### config.mk
export PLATFORM = sky130hd
export DESIGN_NAME = tt_sweep_ctrl_flat
export DESIGN_NICKNAME = d
export VERILOG_FILES = /design/src/rtl/tt_pkg.sv /design/src/rtl/tt_sweep_ctrl_if.sv /design/src/rtl/tt_settle_timer.sv /design/src/rtl/tt_sweep_ctrl.sv /design/src/flat_wrapper.sv
export SDC_FILE = /design/constraint.sdc
export NUM_CORES = 1
export LEC_CHECK = 0
export ABC_AREA = 1
export BUFFER_PORTS_ARGS = -buffer_cell sky130_fd_sc_hd__buf_2
export CORE_MARGIN = 2
export CORE_UTILIZATION = 40
export DETAILED_ROUTE_END_ITERATION = 7
export PLACE_DENSITY_LB_ADDON = 0.25
export SYNTH_ARGS = -nofsm -noshare
export SYNTH_HDL_FRONTEND = slang
export SYNTH_SLANG_ARGS = --single-unit
### constraint.sdc
create_clock -name clk -period 1.8 [get_ports clk]
set_input_delay 0.09 -clock clk [delete_from_list [all_inputs] [get_ports clk]]
set_output_delay 0.09 -clock clk [all_outputs]
set_load 0.1 [all_outputs]
### src/rtl/tt_pkg.sv
// Shared types and constants for the truth-table sweep controller.
//   state_e  : sweep FSM states
//   DEF_*    : default input count and settle interval
//   row_bit  : bit position of a row inside a hex-order truth table
package tt_pkg;

  typedef enum logic [1:0] {ST_IDLE, ST_HOLD, ST_SAMPLE, ST_DONE} state_e;

  localparam int DEF_N_IN   = 3;
  localparam int DEF_SETTLE = 2;

  // Hex order puts row 0 in the MSB, so row idx lives at ROWS-1-idx.
  function automatic int row_bit(input int idx, input int n_in = DEF_N_IN);
    return (1 << n_in) - 1 - idx;
  endfunction

endpackage

### src/rtl/tt_sweep_ctrl_if.sv
// Harness/circuit-facing signal bundle of the sweep controller.
//   master : test harness (+ circuit output dut_out), drives start/abort/expected_tt
//   slave  : tt_sweep_ctrl, drives dut_in and all result signals
interface tt_sweep_ctrl_if
  import tt_pkg::*;
#(parameter int N_IN = DEF_N_IN);
  localparam int ROWS = 1 << N_IN;

  logic              start;
  logic              abort;
  logic [ROWS-1:0]   expected_tt;
  logic [N_IN-1:0]   dut_in;
  logic              dut_out;
  logic              busy;
  logic              done;
  logic              pass;
  logic [ROWS-1:0]   observed_tt;
  logic [N_IN:0]     mismatch_cnt;
  logic              fail_valid;
  logic [N_IN-1:0]   first_fail_idx;

  modport master (
    output start, abort, expected_tt, dut_out,
    input  dut_in, busy, done, pass, observed_tt, mismatch_cnt, fail_valid, first_fail_idx
  );

  modport slave (
    input  start, abort, expected_tt, dut_out,
    output dut_in, busy, done, pass, observed_tt, mismatch_cnt, fail_valid, first_fail_idx
  );
endinterface

### src/rtl/tt_settle_timer.sv
// Settle-interval timer for one row.
//   clk, rst_n : clock, async active-low reset
//   load_i     : reload the interval (first cycle of a row's hold)
//   en_i       : count down while holding
//   expire_o   : interval elapsed; high in the last hold cycle
// A row is held for max(SETTLE_CYCLES,1) cycles, so 0 expires at once.
module tt_settle_timer
  import tt_pkg::*;
#(parameter int SETTLE_CYCLES = DEF_SETTLE)
(
  input  logic clk,
  input  logic rst_n,
  input  logic load_i,
  input  logic en_i,
  output logic expire_o
);
  localparam int CW = (SETTLE_CYCLES > 1) ? $clog2(SETTLE_CYCLES) : 1;
  localparam logic [CW-1:0] LOAD_VAL = CW'((SETTLE_CYCLES > 0) ? SETTLE_CYCLES - 1 : 0);

  logic [CW-1:0] cnt_q;

  assign expire_o = (cnt_q == '0);

  always_ff @(posedge clk or negedge rst_n) begin
    if (!rst_n)                cnt_q <= '0;
    else if (load_i)           cnt_q <= LOAD_VAL;
    else if (en_i && !expire_o) cnt_q <= cnt_q - 1'b1;
  end
endmodule

### src/rtl/tt_sweep_ctrl.sv
// Walks a combinational circuit through all 2^N_IN input rows, samples its
// output after a settle interval and scores it against an expected table.
//   clk, rst_n : clock, async active-low reset
//   bus        : tt_sweep_ctrl_if.slave (start/abort/expected_tt/dut_out in;
//                dut_in, busy, done, pass, observed_tt, mismatch_cnt,
//                fail_valid, first_fail_idx out)
module tt_sweep_ctrl
  import tt_pkg::*;
#(
  parameter int N_IN          = DEF_N_IN,
  parameter int SETTLE_CYCLES = DEF_SETTLE
)
(
  input  logic             clk,
  input  logic             rst_n,
  tt_sweep_ctrl_if.slave   bus
);
  localparam int ROWS = 1 << N_IN;
  localparam logic [N_IN-1:0] LAST   = N_IN'(ROWS - 1);
  localparam logic [N_IN:0]   MM_ONE = (N_IN+1)'(1);

  state_e            state_q, state_d;
  logic [N_IN-1:0]   idx_q, idx_d;
  logic [ROWS-1:0]   exp_q, exp_d;
  logic [ROWS-1:0]   obs_q, obs_d;
  logic [N_IN:0]     mm_q, mm_d;
  logic              fv_q, fv_d;
  logic [N_IN-1:0]   ffi_q, ffi_d;
  logic              pass_q, pass_d;
  logic [N_IN-1:0]   rb;
  logic              tmr_load, tmr_exp;

  assign rb = N_IN'(row_bit(int'(idx_q), N_IN));

  // Reload on every entry into HOLD (from IDLE or from the previous row).
  assign tmr_load = (state_d == ST_HOLD) && (state_q != ST_HOLD);

  tt_settle_timer #(.SETTLE_CYCLES(SETTLE_CYCLES)) u_timer (
    .clk      (clk),
    .rst_n    (rst_n),
    .load_i   (tmr_load),
    .en_i     (state_q == ST_HOLD),
    .expire_o (tmr_exp)
  );

  always_comb begin
    state_d = state_q;
    idx_d   = idx_q;
    exp_d   = exp_q;
    obs_d   = obs_q;
    mm_d    = mm_q;
    fv_d    = fv_q;
    ffi_d   = ffi_q;
    pass_d  = pass_q;
    unique case (state_q)
      ST_IDLE: begin
        if (bus.start && !bus.abort) begin
          exp_d   = bus.expected_tt;
          obs_d   = '0;
          mm_d    = '0;
          fv_d    = 1'b0;
          ffi_d   = '0;
          pass_d  = 1'b0;
          idx_d   = '0;
          state_d = ST_HOLD;
        end
      end
      ST_HOLD: begin
        if (bus.abort) begin
          idx_d   = '0;
          state_d = ST_IDLE;
        end else if (tmr_exp) begin
          state_d = ST_SAMPLE;
        end
      end
      ST_SAMPLE: begin
        // Abort wins over the sample: the aborted row is not recorded.
        if (bus.abort) begin
          idx_d   = '0;
          state_d = ST_IDLE;
        end else begin
          obs_d[rb] = bus.dut_out;
          if (bus.dut_out != exp_q[rb]) begin
            mm_d = mm_q + MM_ONE;
            if (!fv_q) begin
              fv_d  = 1'b1;
              ffi_d = idx_q;
            end
          end
          if (idx_q == LAST) begin
            idx_d   = '0;
            pass_d  = (mm_d == '0);
            state_d = ST_DONE;
          end else begin
            idx_d   = idx_q + 1'b1;
            state_d = ST_HOLD;
          end
        end
      end
      ST_DONE: state_d = ST_IDLE;
      default: state_d = ST_IDLE;
    endcase
  end

  always_ff @(posedge clk or negedge rst_n) begin
    if (!rst_n) begin
      state_q <= ST_IDLE;
      idx_q   <= '0;
      exp_q   <= '0;
      obs_q   <= '0;
      mm_q    <= '0;
      fv_q    <= 1'b0;
      ffi_q   <= '0;
      pass_q  <= 1'b0;
    end else begin
      state_q <= state_d;
      idx_q   <= idx_d;
      exp_q   <= exp_d;
      obs_q   <= obs_d;
      mm_q    <= mm_d;
      fv_q    <= fv_d;
      ffi_q   <= ffi_d;
      pass_q  <= pass_d;
    end
  end

  assign bus.dut_in         = idx_q;
  assign bus.busy           = (state_q != ST_IDLE);
  assign bus.done           = (state_q == ST_DONE);
  assign bus.pass           = pass_q;
  assign bus.observed_tt    = obs_q;
  assign bus.mismatch_cnt   = mm_q;
  assign bus.fail_valid     = fv_q;
  assign bus.first_fail_idx = ffi_q;
endmodule
### src/flat_wrapper.sv
// flat-port wrapper written by rule: the top's interface ports become plain ports
module tt_sweep_ctrl_flat import tt_pkg::*;
#(
  parameter int N_IN          = DEF_N_IN,
  parameter int SETTLE_CYCLES = DEF_SETTLE
)
  (clk, rst_n, bus_start, bus_abort, bus_expected_tt, bus_dut_out, bus_dut_in, bus_busy, bus_done, bus_pass, bus_observed_tt, bus_mismatch_cnt, bus_fail_valid, bus_first_fail_idx);
  tt_sweep_ctrl_if #(.N_IN(N_IN)) bus_i ();
  input  logic clk;
  input  logic rst_n;
  input wire logic [$bits(bus_i.start)-1:0] bus_start;
  input wire logic [$bits(bus_i.abort)-1:0] bus_abort;
  input wire logic [$bits(bus_i.expected_tt)-1:0] bus_expected_tt;
  input wire logic [$bits(bus_i.dut_out)-1:0] bus_dut_out;
  output wire logic [$bits(bus_i.dut_in)-1:0] bus_dut_in;
  output wire logic [$bits(bus_i.busy)-1:0] bus_busy;
  output wire logic [$bits(bus_i.done)-1:0] bus_done;
  output wire logic [$bits(bus_i.pass)-1:0] bus_pass;
  output wire logic [$bits(bus_i.observed_tt)-1:0] bus_observed_tt;
  output wire logic [$bits(bus_i.mismatch_cnt)-1:0] bus_mismatch_cnt;
  output wire logic [$bits(bus_i.fail_valid)-1:0] bus_fail_valid;
  output wire logic [$bits(bus_i.first_fail_idx)-1:0] bus_first_fail_idx;
  assign bus_i.start = bus_start;
  assign bus_i.abort = bus_abort;
  assign bus_i.expected_tt = bus_expected_tt;
  assign bus_i.dut_out = bus_dut_out;
  assign bus_dut_in = bus_i.dut_in;
  assign bus_busy = bus_i.busy;
  assign bus_done = bus_i.done;
  assign bus_pass = bus_i.pass;
  assign bus_observed_tt = bus_i.observed_tt;
  assign bus_mismatch_cnt = bus_i.mismatch_cnt;
  assign bus_fail_valid = bus_i.fail_valid;
  assign bus_first_fail_idx = bus_i.first_fail_idx;
  tt_sweep_ctrl #(.N_IN(N_IN), .SETTLE_CYCLES(SETTLE_CYCLES)) u_core (.clk(clk), .rst_n(rst_n), .bus(bus_i));
endmodule
Yosys cells after proc, flatten, opt, wreduce, memory -nomap -nowiden
Cells that the tools add are included.

word-level totals
  input bits = 13
  RAM bits = 0
  bits in latches = 0
  bits in registers = 31
  memories kept = 0
  bits in read-only memories = 0

cells by class
  eq/ne operators = 13
  bitwise logic cells = 0
  multiply operators = 0
  add/sub/neg operators = 4
  mux-type cells = 38
  div/mod/pow operators = 0
  reductions and logical operators = 17
  $lt $le $gt $ge = 2
  shift operators = 0

operators by type and width
  kind                                                                          number
  3-bit two-way mux                                                             7
  4-bit two-way mux                                                             5
  8-bit two-way mux                                                             2
  8-bit one-hot mux with 2 select lines                                         1
  2-bit two-way mux                                                             5
  1-bit two-way mux                                                             9
  3-bit one-hot mux with 3 select lines                                         1
  8-bit bitwise mux                                                             1
  2-bit by 1-bit != test with 1-bit output, second input constant               4
  2-bit one-hot mux with 4 select lines                                         1
  4-bit one-hot mux with 2 select lines                                         1
  4-bit AND reduction                                                           2
  2-bit != test, second input constant                                          3
  3-bit one-hot mux with 2 select lines                                         1
  3-bit AND reduction                                                           2
  2-bit nonzero test                                                            3
  5-bit AND reduction                                                           1
  4-bit by 1-bit adder with 4-bit output, second input constant                 1
  2-bit by 1-bit == test with 1-bit output, second input constant               2
  2-bit == test, second input constant                                          2
  1-bit logical AND                                                             4
  4-bit zero test                                                               1
  3-bit by 4-bit less-than comparator with 1-bit output, second input constant  1
  1-bit one-hot mux with 2 select lines                                         2
  other kinds (12)                                                              12

Logic depth before layout (Yosys ltp)
  depth in word-level cells = 11
  depth in mapped cells = 16
  depth with buffers taken out = 14

By module
From an unflattened synthesis, not the netlist that was laid out.

second synthesis, totals
  cells, all modules = 216
  area, all modules = 1,719.1 µm²

by module, submodules not included
  module           instances  cells each  area each (µm²)
  tt_sweep_ctrl    1          210         1,675.4
  tt_settle_timer  1          6           43.8

Worst setup path before layout
Ideal clock, no wire load.

  path kind = register -> register
  start point = register u_core.idx_q[0] (netlist: u_core.bus.dut_in[0])
  end point = register u_core.pass_q (netlist: u_core.bus.pass)
  arrival = 2,065 ps
  slack = -388 ps
  path buffers = 2
  cell stages (with the launch flop) = 16
  setup time = 122 ps
  clock period less this slack = 2,188 ps
  cells stage by stage = dfrtp_1 buf_6 inv_4 buf_8 nand2_2 nand2_1 nand2_1 nand2_2 nor2_2 nand2_1 nand2_1 nand2_1 nand2_1 nor2_1 nand2_1 nand2_1

on the way
  cells in the longest elaborated chain, start to end = 11
  elaborated cells between the ends (all ways) = 14
  those cells by class = add/sub (1); eq/ne (3); mux (8); reduce/logical (2)

RTL lines
  element                                    RTL line              RTL
  from (decl)                                tt_sweep_ctrl.sv:23   logic [N_IN-1:0] idx_q, idx_d;
  from (signal assigned)                     tt_sweep_ctrl.sv:117  idx_q <= idx_d;
  3-bit subtractor                           tt_pkg.sv:14          return (1 << n_in) - 1 - idx;
  1-bit binary-select mux with 3-bit select  tt_sweep_ctrl.sv:83   if (bus.dut_out != exp_q[rb]) begin
  1-bit two-way mux (implied by the code)    tt_sweep_ctrl.sv:83
  1-bit != test                              tt_sweep_ctrl.sv:83
  4-bit two-way mux                          tt_sweep_ctrl.sv:83
  4-bit two-way mux                          tt_sweep_ctrl.sv:78   if (bus.abort) begin
  4-bit two-way mux                          tt_sweep_ctrl.sv:55   unique case (state_q)
  4-bit zero test                            tt_sweep_ctrl.sv:92   pass_d = (mm_d == '0);
  1-bit two-way mux                          tt_sweep_ctrl.sv:90   if (idx_q == LAST) begin
  1-bit two-way mux                          tt_sweep_ctrl.sv:78
  1-bit one-hot mux with 2 select lines      tt_sweep_ctrl.sv:55
  to (signal assigned)                       tt_sweep_ctrl.sv:123  pass_q <= pass_d;
  to (decl)                                  tt_sweep_ctrl.sv:29   logic pass_q, pass_d;

Parallel ways exist; a longest one is shown, timed or not. The select of a mux whose other input is x is not followed.
A chain may end at the register's enable or synchronous reset.

Worst setup path after layout
Ends and elaborated chain as after synthesis.

==> results.toml <==
[synth]
async_flop_share = 1.00
yosysSeqAreaShare = 0.476
synth_common_cells = "63 x nand2_1, 31 x dfrtp_1, 29 x inv_1, 14 x o21ai_0, 12 x nand3_1"
synth_area_leader_cell = "dfrtp_1"
ys.flop_type = "dfrtp_1"
yosys_warnings = 0
syn_avg_cell_area_um2 = 7.80
ys_seq_elements = 31
ys_types = 26
synth_edf_count = 0
synth_most_common_cell = "nand2_1"
synth_top_area_frac = 0.476
syn_inst = 209
synth_area_leaders = "dfrtp_1 48%, nand2_1 15%, inv_1 6.7%, o21ai_0 4.3%, nand3_1 3.7%"
syn-cell-area_mm2 = 0.00163
synth_fp_nets = 225

[worst_hold_path]
worstHoldPathType = "in -> reg"

[sta]
tightest_slew_ns = 0.670
holdWs_ns = 0.00773
fin_crit_ns = 1.63
skew_ns = 0.00490
finalCritPeriodShare = 0.904
maxSlewHeadroom = 0.553
finalSetupViolations = 0
max_freq_ghz = 0.615
setup_slack_ns = 0.173
drv_slew = 0
hold_viol_final = 0
setup_tns_ns = 0
rsz0062_at_grt = "no"

[final_layout]
final_cell_area_mm2 = 0.00200
final_util = 0.505
layout-drive-gt1-share = 0.277
diodes = 0
layout.nets = 268
fillerInstances = 403
layoutNonFillerInstCount = 303
area_delta_synth_final_pct = 22.9

[global_routing]
first_global_vias = 1349
grt_pass1_wl_um = 5950
grt_max_degree = 32
grt_antenna_before_repair = 0
grt_usage = 0.176
grt.overflow.total = 0

[place]
routabilityCongestion = 0.878
io_buffers = 34
pre_cts_slack_ns = 0.173
dpl_cell_area_mm2 = 0.00189
dp_hpwl_um = 2780
dp.cells = 293

[die]
die_y_um = 67.8
rows = 23
die_w_um = 67.8
start_util = 0.411
pin_count = 35
core_mm2 = 0.00397
die_area_mm2 = 0.00460

[route]
drcViolationCount = 0
wl_per_cell_um = 12.0
viasPerCell = 4.70
wl_um = 3640
vias = 1424
dr.pass1.iters = 4
drt_iter0_markers = 66
ant_nets = 0

[clock_tree]
cts-htree-levels = 2
cts_setup_buffers = 0
path_clk_slew_ns = 0.06
cts_tree = "built"
clkLatencyLatePin_ns = 0.28
cts_root_buf = "clkbuf_8"
clockBufferDepth = 2
cts_made_buffers = 5
numClockSinks = 31

[setup_path]
crit_fanout = 12
cp_data_arrival_time_ns = 1.80
critical_path_class = "reg -> reg"
required_ns = 1.98
cp-start-kind = "register"
worst_setup_path_end_kind = "register"
regToRegSetupSlack_ns = 0.17

[power]
fin_total_pwr_mw = 2.23
ir_drop_v = 0.000560
power_density_mw_per_mm2 = 1110
p_leak_nw = 1.07

[outcome]
status = "completed"

[job]
max_cap_violations = 0
-- per-layer routing --
layer,share of wire,global-route usage
met1,0.47,0.224
met2,0.46,0.287
met3,0.053,0.0444
met4,0.016,0.0700
met5,0,0
-- sequential cells by signal, summed over array words and instances (netlist names) --
signal,flops
u_core.bus.dut_in,3
u_core.bus.fail_valid,1
u_core.bus.first_fail_idx,3
u_core.bus.mismatch_cnt,4
u_core.bus.observed_tt,8
u_core.bus.pass,1
u_core.exp_q,8
u_core.state_q,2
u_core.u_timer.cnt_q,1
-- timing repair --
action	CTS	global route
hold endpoints to repair	32	0
hold buffers	2	0
gates resized for setup	0	2
endpoints found under the setup margin	0	3
-- placed cells by master, fill, tap and decap left out, types with 2 or more instances in the layout --
cell type      netlist  layout
clkbuf_8             0       5
nor2_4               1       3
o22ai_1              8       8
inv_1               29      28
clkbuf_1             2       2
nand3_1             12      12
dfrtp_1             31      28
dfrtp_2              0       2
xor2_1               2       2
o21ai_0             14      11
nor2_1              11       8
buf_4                0       5
dlygate4sd3_1        0       2
inv_2                2       2
a21oi_1             10       9
nand2_1             63      63
o21ai_1              0       3
clkinv_2             1       2
nand2_2              8       8
nor2_2               2       3
buf_2                1      34
ha_1                 3       3
-- final timing paths --
check	start	to	cells after the start
worst max-delay path	u_core.bus.dut_in[0]	u_core.bus.pass	14
worst max register to register	u_core.bus.dut_in[0]	u_core.bus.pass	14
min in group asynchronous	rst_n	u_core.bus.mismatch_cnt[3]	2
max in group asynchronous	rst_n	u_core.bus.dut_in[0]	2
worst min register to register	u_core.exp_q[5]	u_core.exp_q[5]	2
worst min-delay path	bus_expected_tt[2]	u_core.exp_q[2]	3
-- worst max-delay path: stages (launching register included) --
cell and delay (ns):
dfrtp_4 0.55, inv_6 0.12, nand2_1 0.06, nand2_1 0.05, nand2_1 0.05, nand2_2 0.10, clkinv_2 0.07, nand2_4 0.06
nand2_2 0.06, nand2_2 0.10, nand2_1 0.06, nand2_1 0.08, nor2_1 0.05, nand2_1 0.06, nand2_1 0.05
-- cell families after synthesis --
group | share of synthesized area
xor gates and xnor gates | 0.0107
AOI/OAI and AO/OA | 0.129
adders and majority gates | 0.0230
DFF | 0.476
buffers and inverters | 0.102
and+or+nand+nor | 0.259
-- final cells by class --
type                       instances  area, um^2  area share
sequential                        31         782       0.390
multi-input combinational        140         717       0.358
timing repair buffer              41         228       0.114
inverter                          33         134      0.0668
clock buffer                       7        76.3      0.0381
tap                               50        62.6      0.0312
clock inverter                     1        5.00     0.00250
-- power breakdown --
part / leakage (nW) / internal [mW] / switching (mW) / total [mW]
clock network: 0.0422 / 0.271 / 0.256 / 0.527
registers: 0.411 / 0.804 / 0.0825 / 0.886
logic: 0.612 / 0.216 / 0.599 / 0.815
Power figures use the tool's default switching activity.
